==> config.mk <==
export PLATFORM = sky130hd
export DESIGN_NAME = mul_32_3_flat
export DESIGN_NICKNAME = d
export VERILOG_FILES = /design/src/rtl/div3_pkg.sv /design/src/rtl/mul_32_3_if.sv /design/src/rtl/mul_32_3_chunk_add3.sv /design/src/rtl/mul_32_3.sv /design/src/flat_wrapper.sv
export SDC_FILE = /design/constraint.sdc
export NUM_CORES = 1
export LEC_CHECK = 0
export CORE_MARGIN = 2
export CORE_UTILIZATION = 55
export DETAILED_ROUTE_END_ITERATION = 8
export HOLD_SLACK_MARGIN = 0.03
export PLACE_DENSITY_LB_ADDON = 0.08
export SLEW_MARGIN = 20
export SYNTH_ARGS = -nofsm -noshare
export SYNTH_HDL_FRONTEND = slang
export SYNTH_SLANG_ARGS = --single-unit
==> constraint.sdc <==
create_clock -name clk -period 7.8 [get_ports clk]
set_clock_uncertainty 0.05 [all_clocks]
set_input_delay 0.78 -clock clk [delete_from_list [all_inputs] [get_ports clk]]
set_output_delay 0.78 -clock clk [all_outputs]
set_load 0.02 [all_outputs]
==> src/rtl/div3_pkg.sv <==
`default_nettype none
// ============================================================================
// Module      : div3_pkg
// Description : Shared constants, FSM state encoding and CHUNK legality check
//               for the divide-by-3 datapath family (divider, reconstruction
//               block and their benches).
// Ports       : none (package)
// Revision    : 1.0 - initial release
// ============================================================================
package div3_pkg;

    localparam int DIVISOR = 3;
    localparam int X_W     = 32;
    localparam int Q_W     = 31;
    localparam int R_W     = 2;

    typedef enum logic [1:0] {
        IDLE = 2'd0,
        CALC = 2'd1,
        DONE = 2'd2
    } state_e;

    // CHUNK must divide the 32-bit word into a power-of-two number of beats.
    function automatic bit chunk_legal(input int chunk);
        return (chunk == 4) || (chunk == 8) || (chunk == 16) || (chunk == 32);
    endfunction

endpackage
`default_nettype wire

==> src/rtl/mul_32_3_if.sv <==
`default_nettype none
// ============================================================================
// Module      : mul_32_3_if
// Description : Operand/result handshake bundle of the 3*Q+R reconstruction
//               block.
// Ports       : in_valid/in_ready/Q/R  - operand channel (master -> slave)
//               out_valid/out_ready/X/err_res/err_ovf - result channel
// Revision    : 1.0 - initial release
// ============================================================================
interface mul_32_3_if;

    logic                       in_valid;
    logic                       in_ready;
    logic [div3_pkg::Q_W-1:0]   Q;
    logic [div3_pkg::R_W-1:0]   R;
    logic                       out_valid;
    logic                       out_ready;
    logic [div3_pkg::X_W-1:0]   X;
    logic                       err_res;
    logic                       err_ovf;

    // Producer of operands / consumer of results.
    modport master (
        output in_valid, Q, R, out_ready,
        input  in_ready, out_valid, X, err_res, err_ovf
    );

    // The reconstruction block itself.
    modport slave (
        input  in_valid, Q, R, out_ready,
        output in_ready, out_valid, X, err_res, err_ovf
    );

endinterface
`default_nettype wire

==> src/rtl/mul_32_3_chunk_add3.sv <==
`default_nettype none
// ============================================================================
// Module      : chunk_add3
// Description : Combinational CHUNK-bit add of two operands plus a 2-bit
//               carry-in. The carry-in can be up to 3, so the carry-out needs
//               two bits as well.
// Ports       : a_i, b_i  - CHUNK-bit operands
//               cin_i     - 2-bit carry-in
//               sum_o     - low CHUNK bits of the sum
//               cout_o    - upper 2 bits of the sum
// Revision    : 1.0 - initial release
// ============================================================================
module chunk_add3 #(
    parameter int CHUNK = 8
) (
    input  logic [CHUNK-1:0] a_i,
    input  logic [CHUNK-1:0] b_i,
    input  logic [1:0]       cin_i,
    output logic [CHUNK-1:0] sum_o,
    output logic [1:0]       cout_o
);

    logic [CHUNK+1:0] w_total;

    assign w_total         = {2'b00, a_i} + {2'b00, b_i} + {{CHUNK{1'b0}}, cin_i};
    assign {cout_o, sum_o} = w_total;

endmodule
`default_nettype wire

==> src/rtl/mul_32_3.sv <==
`default_nettype none
// ============================================================================
// Module      : mul_32_3
// Description : Rebuilds X = 3*Q + R digit-serially, CHUNK bits per beat.
//               A holds Q and B holds 2*Q; each beat adds their low CHUNK
//               bits plus the running carry. The residue R seeds the carry.
// Ports       : clk    - clock, rising edge
//               rst_n  - asynchronous active-low reset
//               bus    - operand/result handshake (slave side)
// Revision    : 1.0 - initial release
// ============================================================================
module mul_32_3
    import div3_pkg::*;
#(
    parameter int CHUNK = 8
) (
    input  logic       clk,
    input  logic       rst_n,
    mul_32_3_if.slave  bus
);

    localparam int                BEATS     = X_W / CHUNK;
    localparam int                CNT_W     = (BEATS > 1) ? $clog2(BEATS) : 1;
    localparam logic [CNT_W-1:0]  LAST_BEAT = CNT_W'(BEATS - 1);

    if (!chunk_legal(CHUNK)) begin : g_bad_chunk
        $error("mul_32_3: CHUNK must be 4, 8, 16 or 32");
    end

    state_e             state_q,     state_d;
    logic [X_W-1:0]     a_q,         a_d;
    logic [X_W-1:0]     b_q,         b_d;
    logic [X_W-1:0]     x_q,         x_d;
    logic [R_W-1:0]     carry_q,     carry_d;
    logic [CNT_W-1:0]   cnt_q,       cnt_d;
    logic               err_res_q,   err_res_d;
    logic               err_ovf_q,   err_ovf_d;
    logic               out_valid_q, out_valid_d;

    logic [CHUNK-1:0]   w_sum;
    logic [1:0]         w_cout;

    chunk_add3 #(
        .CHUNK (CHUNK)
    ) u_add (
        .a_i    (a_q[CHUNK-1:0]),
        .b_i    (b_q[CHUNK-1:0]),
        .cin_i  (carry_q),
        .sum_o  (w_sum),
        .cout_o (w_cout)
    );

    always_ff @(posedge clk or negedge rst_n) begin
        if (!rst_n) begin
            state_q     <= IDLE;
            a_q         <= '0;
            b_q         <= '0;
            x_q         <= '0;
            carry_q     <= '0;
            cnt_q       <= '0;
            err_res_q   <= 1'b0;
            err_ovf_q   <= 1'b0;
            out_valid_q <= 1'b0;
        end else begin
            state_q     <= state_d;
            a_q         <= a_d;
            b_q         <= b_d;
            x_q         <= x_d;
            carry_q     <= carry_d;
            cnt_q       <= cnt_d;
            err_res_q   <= err_res_d;
            err_ovf_q   <= err_ovf_d;
            out_valid_q <= out_valid_d;
        end
    end

    always_comb begin
        state_d     = state_q;
        a_d         = a_q;
        b_d         = b_q;
        x_d         = x_q;
        carry_d     = carry_q;
        cnt_d       = cnt_q;
        err_res_d   = err_res_q;
        err_ovf_d   = err_ovf_q;
        out_valid_d = out_valid_q;

        case (state_q)
            IDLE: begin
                if (bus.in_valid) begin
                    a_d       = {1'b0, bus.Q};
                    b_d       = {bus.Q, 1'b0};
                    // R == 3 is still added; it is only flagged.
                    carry_d   = bus.R;
                    err_res_d = (bus.R == R_W'(DIVISOR));
                    err_ovf_d = 1'b0;
                    x_d       = '0;
                    cnt_d     = '0;
                    state_d   = CALC;
                end
            end
            CALC: begin
                x_d[int'(cnt_q) * CHUNK +: CHUNK] = w_sum;
                carry_d = w_cout;
                a_d     = a_q >> CHUNK;
                b_d     = b_q >> CHUNK;
                cnt_d   = cnt_q + CNT_W'(1);
                if (cnt_q == LAST_BEAT) begin
                    // Any carry out of the top beat means 3Q+R did not fit.
                    err_ovf_d   = (w_cout != 2'b00);
                    cnt_d       = '0;
                    out_valid_d = 1'b1;
                    state_d     = DONE;
                end
            end
            DONE: begin
                if (bus.out_ready) begin
                    out_valid_d = 1'b0;
                    state_d     = IDLE;
                end
            end
            default: begin
                out_valid_d = 1'b0;
                state_d     = IDLE;
            end
        endcase
    end

    assign bus.in_ready  = (state_q == IDLE);
    assign bus.out_valid = out_valid_q;
    assign bus.X         = x_q;
    assign bus.err_res   = err_res_q;
    assign bus.err_ovf   = err_ovf_q;

endmodule
`default_nettype wire

==> src/flat_wrapper.sv <==
// flat-port wrapper written by rule: the top's interface ports become plain ports
module mul_32_3_flat import div3_pkg::*;
#(
    parameter int CHUNK = 8
)
  (clk, rst_n, bus_in_valid, bus_Q, bus_R, bus_out_ready, bus_in_ready, bus_out_valid, bus_X, bus_err_res, bus_err_ovf);
  mul_32_3_if bus_i ();
  input  logic clk;
  input  logic rst_n;
  input wire logic [$bits(bus_i.in_valid)-1:0] bus_in_valid;
  input wire logic [$bits(bus_i.Q)-1:0] bus_Q;
  input wire logic [$bits(bus_i.R)-1:0] bus_R;
  input wire logic [$bits(bus_i.out_ready)-1:0] bus_out_ready;
  output wire logic [$bits(bus_i.in_ready)-1:0] bus_in_ready;
  output wire logic [$bits(bus_i.out_valid)-1:0] bus_out_valid;
  output wire logic [$bits(bus_i.X)-1:0] bus_X;
  output wire logic [$bits(bus_i.err_res)-1:0] bus_err_res;
  output wire logic [$bits(bus_i.err_ovf)-1:0] bus_err_ovf;
  assign bus_i.in_valid = bus_in_valid;
  assign bus_i.Q = bus_Q;
  assign bus_i.R = bus_R;
  assign bus_i.out_ready = bus_out_ready;
  assign bus_in_ready = bus_i.in_ready;
  assign bus_out_valid = bus_i.out_valid;
  assign bus_X = bus_i.X;
  assign bus_err_res = bus_i.err_res;
  assign bus_err_ovf = bus_i.err_ovf;
  mul_32_3 #(.CHUNK(CHUNK)) u_core (.clk(clk), .rst_n(rst_n), .bus(bus_i));
endmodule
Yosys cells after proc, flatten, opt, wreduce, memory -nomap -nowiden --
Index checks and enable logic that the tools add are counted.
Operators by class: add/sub/neg operators 4, equal/unequal tests 7, shift operators 2, multiplexer cells 22, bitwise gates (word level) 1, reductions and logical operators 8
Operator list (count):
- one-hot mux 32 bit (2 select lines) | 3
- 2-to-1 mux 32 bit | 3
- negation 5 -> 33 bit | 1
- variable shift 8 x 33 -> 32 bit (first input constant) | 1
- variable part select 8 x 33 -> 32 bit | 1
- bitwise mux 32 bit | 1
- 2-to-1 mux 2 bit | 6
- adder 10 x 2 -> 10 bit | 1
- adder 8 x 8 -> 9 bit | 1
- AND reduction 3 bit | 3
- one-hot mux 2 bit (2 select lines) | 2
- == test 2 bit (second input constant) | 3
- one-hot mux 2 bit (3 select lines) | 1
- 2-to-1 mux 1 bit | 4
- inequality test 2 bit (second input constant) | 2
- AND reduction 2 bit | 2
- nonzero test 2 bit | 2
- one-hot mux 1 bit (3 select lines) | 1
- adder 2 x 1 -> 2 bit (second input constant) | 1
- == test 2 x 1 -> 1 bit (second input constant) | 1
- logical NOT 2 bit | 1
- inequality test 2 x 1 -> 1 bit (second input constant) | 1
- one-hot mux 1 bit (2 select lines) | 1
- NOT 1 bit | 1
Storage, ports and cells: register bits after elaboration 105, output and inout bits 36

Depth between registers and ports, before layout --
word-level depth 5, gate-level depth with buffers 10

Hierarchy --
A second synthesis with hierarchy kept.
Second synthesis, totals: cell total of the unflattened synthesis 358, area total of the unflattened synthesis 3759.9 µm²
By module, submodules not included:
- mul_32_3 | instances 1, cells an instance 301, area each 3311.9 µm², sequential area each 1826.8 µm²
- chunk_add3 | instances 1, cells an instance 57, area each 447.9 µm², sequential area each 0.0 µm²

Least setup slack after synthesis --
Ideal clock, no wire load.
path type reg2reg, start point register u_core.b_q[1], end point register u_core.x_q[15] (netlist: u_core.bus.X[15]), setup time 0.131 ns, arrival time 2.779 ns, slack 4.841 ns, cell stages (with the launch flop) 10, path buffers 0, period minus slack after synthesis 2.959 ns, cells stage by stage dfrtp_1 ha_1 fa_1 ha_1 a21oi_2 a311o_1 nor4_4 or4b_4 xnor2_1 o21ai_1
On the way: word-level cells in the longest chain between the ends 5
Ends and longest elaborated chain:
- start: declaration | line mul_32_3.sv:32 | logic [X_W-1:0] b_q, b_d;
- start signal: assignment | line mul_32_3.sv:57 | b_q <= '0;
- start signal: assignment | line mul_32_3.sv:67 | b_q <= b_d;
- adder 8 x 8 -> 9 bit | line mul_32_3_chunk_add3.sv:25 | assign w_total = {2'b00, a_i} + {2'b00, b_i} + {{CHUNK{1'b0}}, cin_i};
- adder 10 x 2 -> 10 bit | line mul_32_3_chunk_add3.sv:25
- variable part select 8 x 33 -> 32 bit | line mul_32_3.sv:103 | x_d[int'(cnt_q) * CHUNK +: CHUNK] = w_sum;
- bitwise mux 32 bit | line mul_32_3.sv:103
- one-hot mux 32 bit (2 select lines) | line mul_32_3.sv:88 | case (state_q)
- end signal: assignment | line mul_32_3.sv:58 | x_q <= '0;
- end signal: assignment | line mul_32_3.sv:68 | x_q <= x_d;
- end: declaration | line mul_32_3.sv:33 | logic [X_W-1:0] x_q, x_d;
Every way passes these cells. A chain may end at the register's enable or synchronous reset.

Worst setup path in the final report --
Ends and elaborated chain as after synthesis.

==> results <==
- The floorplan step set the die height to 84.89 um.
- The fraction of the core area covered by cells at the end of the flow is 72.69%.
- The final wirelength is 7576 um.
- The count of nets left with antenna violations after detail routing is 0.
- The origin of the worst min-delay path is u_core.bus.X[13].
- The die is 84.89 um wide.
- The number of instances on the worst hold path is 2.
- The row count is 29.
- The HPWL reported at the end of detailed placement is 5441 um.
- After routing the design area is 0.004616 sq mm.
- After detailed routing, the number of remaining DRC violations is 0.
- For the worst flop-to-flop path, the logic depth is 9.
- Per report_power, the combinational group accounts for 56.1% of the total.
- Yosys mapped a number of flops with a built-in enable equal to 0.
- The clock tree synthesis step divided the H-tree into 3 levels.
- In this run, synthesis produced a sequential element count of 73.
- For this design the total switching power over the nets is 0.0009607 W.
- The initial antenna violation count was 0.
- The design internal power is 0.001214 W.
- The register-to-register path setup slack is 4.64 ns.
- The first routing iteration left 115 violations.
- The number of different library cells used by synthesis comes to 48.
- For hold timing, the worst endpoint is u_core.bus.X[13].
- Once the clock tree was built, the resizer swapped 0 gates to a different size.
- Counting every sink on the clock net gives 73.
- The routed layout has 2813 vias.
- Using the TritonRoute via totals, the vias-per-cell ratio works out to 5.683.
- Max-cap violations in this run came to 0.
- The net switching fraction of the power is 44.18%.
- During synthesis, Yosys emitted a total of 0 warnings.
- The worst-case setup slack after placement is 4.632 ns.
- The cell area after placement is 0.004378 sq mm.
- The clock network is responsible for 14.7% of the overall power.
- Of the available clock period, the critical path in the final layout requires 40.56%.
- The relative area change from synthesis to final layout is 28.27%.
- At the pin with the least slew margin, the transition time is 1.007 ns.
- The achievable frequency is 316.1 MHz.
- The tree is rooted in a clkbuf_8.
- The time the final worst path needs with I/O delays and setup is 3.164 ns.
- The die covers 0.007205 sq mm.
- The top flip-flop cell by instance count after synthesis is dfrtp_1.
- The starting density of the core is 56.67%.
- The number of instances in the synthesized netlist is 343.
- In the post-route analysis, the smallest setup slack over all paths is 4.636 ns.
- Across the VDD grid, the largest voltage drop is 0.2449 mV.
- The number of top-level pins is 73.
- Clock-pin slew was measured on the worst setup and hold paths at 0.08 ns.
- The routed length per placed instance is 15.31 um.
- The pin count of the biggest net entering global routing is 74.
- The number of I/O port buffers is 72.
- The repair_antennas step left the layout with diodes totalling 0.
- The post-cts hold buffer count is 0.
- A synthesized cell averages 10.49 sq um.
- The CTS tree is yes.
- The maximum clock path buffer count is 2.
- Per report_power, the sequential group accounts for 29.2% of the total.
- The run finished with clean final reports.
- The wire length of the first global-routing pass is 12470 um.
- The final hold slack is 0.4307 ns.
- The setup total negative slack is 0 ns.
- The startpoint identified for the worst register-to-register timing path is u_core.b_q[1].
- The number of global-route vias before repair came to 2688.
- The type of the worst min-delay path is register to register.
- The number of detailed-route iterations in the first pass is 4.
- Summed over all layers, the global routing overflow is 0.
- The worst-path maximum fanout is 4.
- The endpoint identified for the worst register-to-register timing path is u_core.bus.X[15].
- The final layout contains 466 nets.
- The number of max-slew violations in the final report was 0.
- Global routing consumed, over all layers together, 21.88% of the routing resources.
- The number of buffers created by CTS is 9.
- After clock tree synthesis, the setup repair step added 0 buffers.
- The critical path launch point type is a register.
- Headroom to the max-slew limit came out at 32.75%.
- Setup violations remaining at the end of the flow were counted as 0.
- Clock latency on the worst-skew pair, taken at its later pin, is 0.35 ns.
- The critical path data required time is 7.97 ns.
- The post-route netlist has 5.981% of its cells at a drive strength greater than 1.
- The core region is 0.006350 sq mm.
- The share of synthesized registers carrying an async set or reset is 100.0%.
- The static leakage power is 2.057 nW.
- The final-report hold violation count came to 0.
- The sequential area share after synthesis is 50.76%.
- Setup repair after global routing left no endpoint under its margin.
- The area of the mapped netlist is 0.003598 sq mm.
- Data arrives at the worst endpoint at 3.33 ns.
- The worst setup path is of the register to register kind.
- The critical path endpoint category is a register.
- When the netlist entered floorplanning its net count stood at 396.
- The cell area power density is 471.1 mW/mm^2.
- The routability congestion estimate from global placement is 0.8322.
-- logic make-up (layout without fill, tap and decap cells) --
family / after synthesis / after routing / synth area share [%]
AOI/OAI and AO/OA: 105 / 105 / 18.85
xor gates and xnor gates: 11 / 11 / 2.678
adders and majority gates: 16 / 16 / 5.981
buffers and inverters: 21 / 96 / 2.260
DFF: 73 / 73 / 50.76
muxes: 24 / 24 / 6.711
and+or+nand+nor: 93 / 93 / 12.76
-- power groups by stage --
stage               logic, W  clock network [W]  registers, W
CTS                  0.00121           0.000322      0.000637
detailed placement   0.00120                  0      0.000645
finish               0.00122           0.000319      0.000636
global route         0.00134           0.000341      0.000655
global placement     0.00118                  0      0.000640
floorplan           0.000771                  0      0.000696
-- placed cells by master, fill, tap and decap left out, drive strengths merged, types with 4 or more instances in the layout --
cell type	n
dfrtp	73
clkdlybuf4s50	71
nand2	55
o21ai	51
mux2i	23
a22o	22
ha	14
a21oi	12
nor2	11
clkbuf	10
xnor2	8
inv	6
and2	4
a211oi	4
nor4	4
-- flip-flops by register name (all words and copies together) (netlist names), 2 cells and up --
signal	count
u_core.cnt_q	2
u_core.state_q	2
u_core.carry_q	2
u_core.bus.X	32
u_core.b_q	31
-- critical path: stages, from the launching register on --
cell	delay, ns
dfrtp_1	0.44
ha_1	0.24
fa_1	0.47
ha_1	0.31
a21oi_2	0.06
a311o_1	0.35
nor4_4	0.18
or4b_4	0.52
xnor2_1	0.30
o21ai_1	0.12
-- metal layers --
metal | up-vias | share of wire [%] | global-route usage (%)
met2 | 77 | 48 | 36.86
met4 | 0 | 1.6 | 8.225
met3 | 12 | 4.5 | 4.475
met5 | - | 0 | 0
met1 | 1339 | 45 | 28.08
li1 | 1385 | - | -
-- worst max path at each step --
stage | startpoint | to | slack [ns] | cells after the start
6_report | u_core.b_q[1] | u_core.bus.X[15] | 4.64 | 9
5_1_grt | u_core.b_q[1] | u_core.bus.err_ovf | 4.39 | 10
4_1_cts | u_core.b_q[1] | u_core.bus.X[15] | 4.62 | 9
3_5_place_dp | u_core.b_q[1] | u_core.bus.X[15] | 4.63 | 9
3_3_place_gp | u_core.b_q[1] | u_core.bus.X[7] | 4.74 | 9
2_1_floorplan | u_core.b_q[1] | u_core.bus.X[15] | 4.84 | 9
-- final cells by class --
type | instances | area, sq um
flip-flops and latches | 73 | 1827
fillers | 485 | 1734
multi-input cells | 249 | 1709
clock buffers | 10 | 127.6
repair buffers | 74 | 750.7
inverters | 6 | 22.52
clock inverters | 6 | 82.58
well taps | 77 | 96.34
-- per-stage QoR --
step | instances | power (W)
final | 495 | 0.002174
after global routing | 495 | 0.002336
after CTS | 494 | 0.002168
after detailed placement | 478 | 0.001846
after global placement | 478 | 0.001820
after floorplan | 343 | 0.001467
-- synthesized netlist by cell type, types with 4 or more instances --
cell / instances / area, sq um
o21ai_1: 10 / 50.05
clkbuf_1: 11 / 41.29
dfrtp_1: 73 / 1827
nand2_1: 55 / 206.5
a22o_1: 22 / 192.7
nor2_1: 11 / 41.29
o21ai_0: 41 / 205.2
mux2i_1: 23 / 230.2
inv_1: 6 / 22.52
ha_1: 14 / 175.2
xnor2_1: 8 / 70.07
and2_1: 4 / 25.02
a21oi_1: 11 / 55.05
Note: power is estimated with default switching activity, not from simulation.
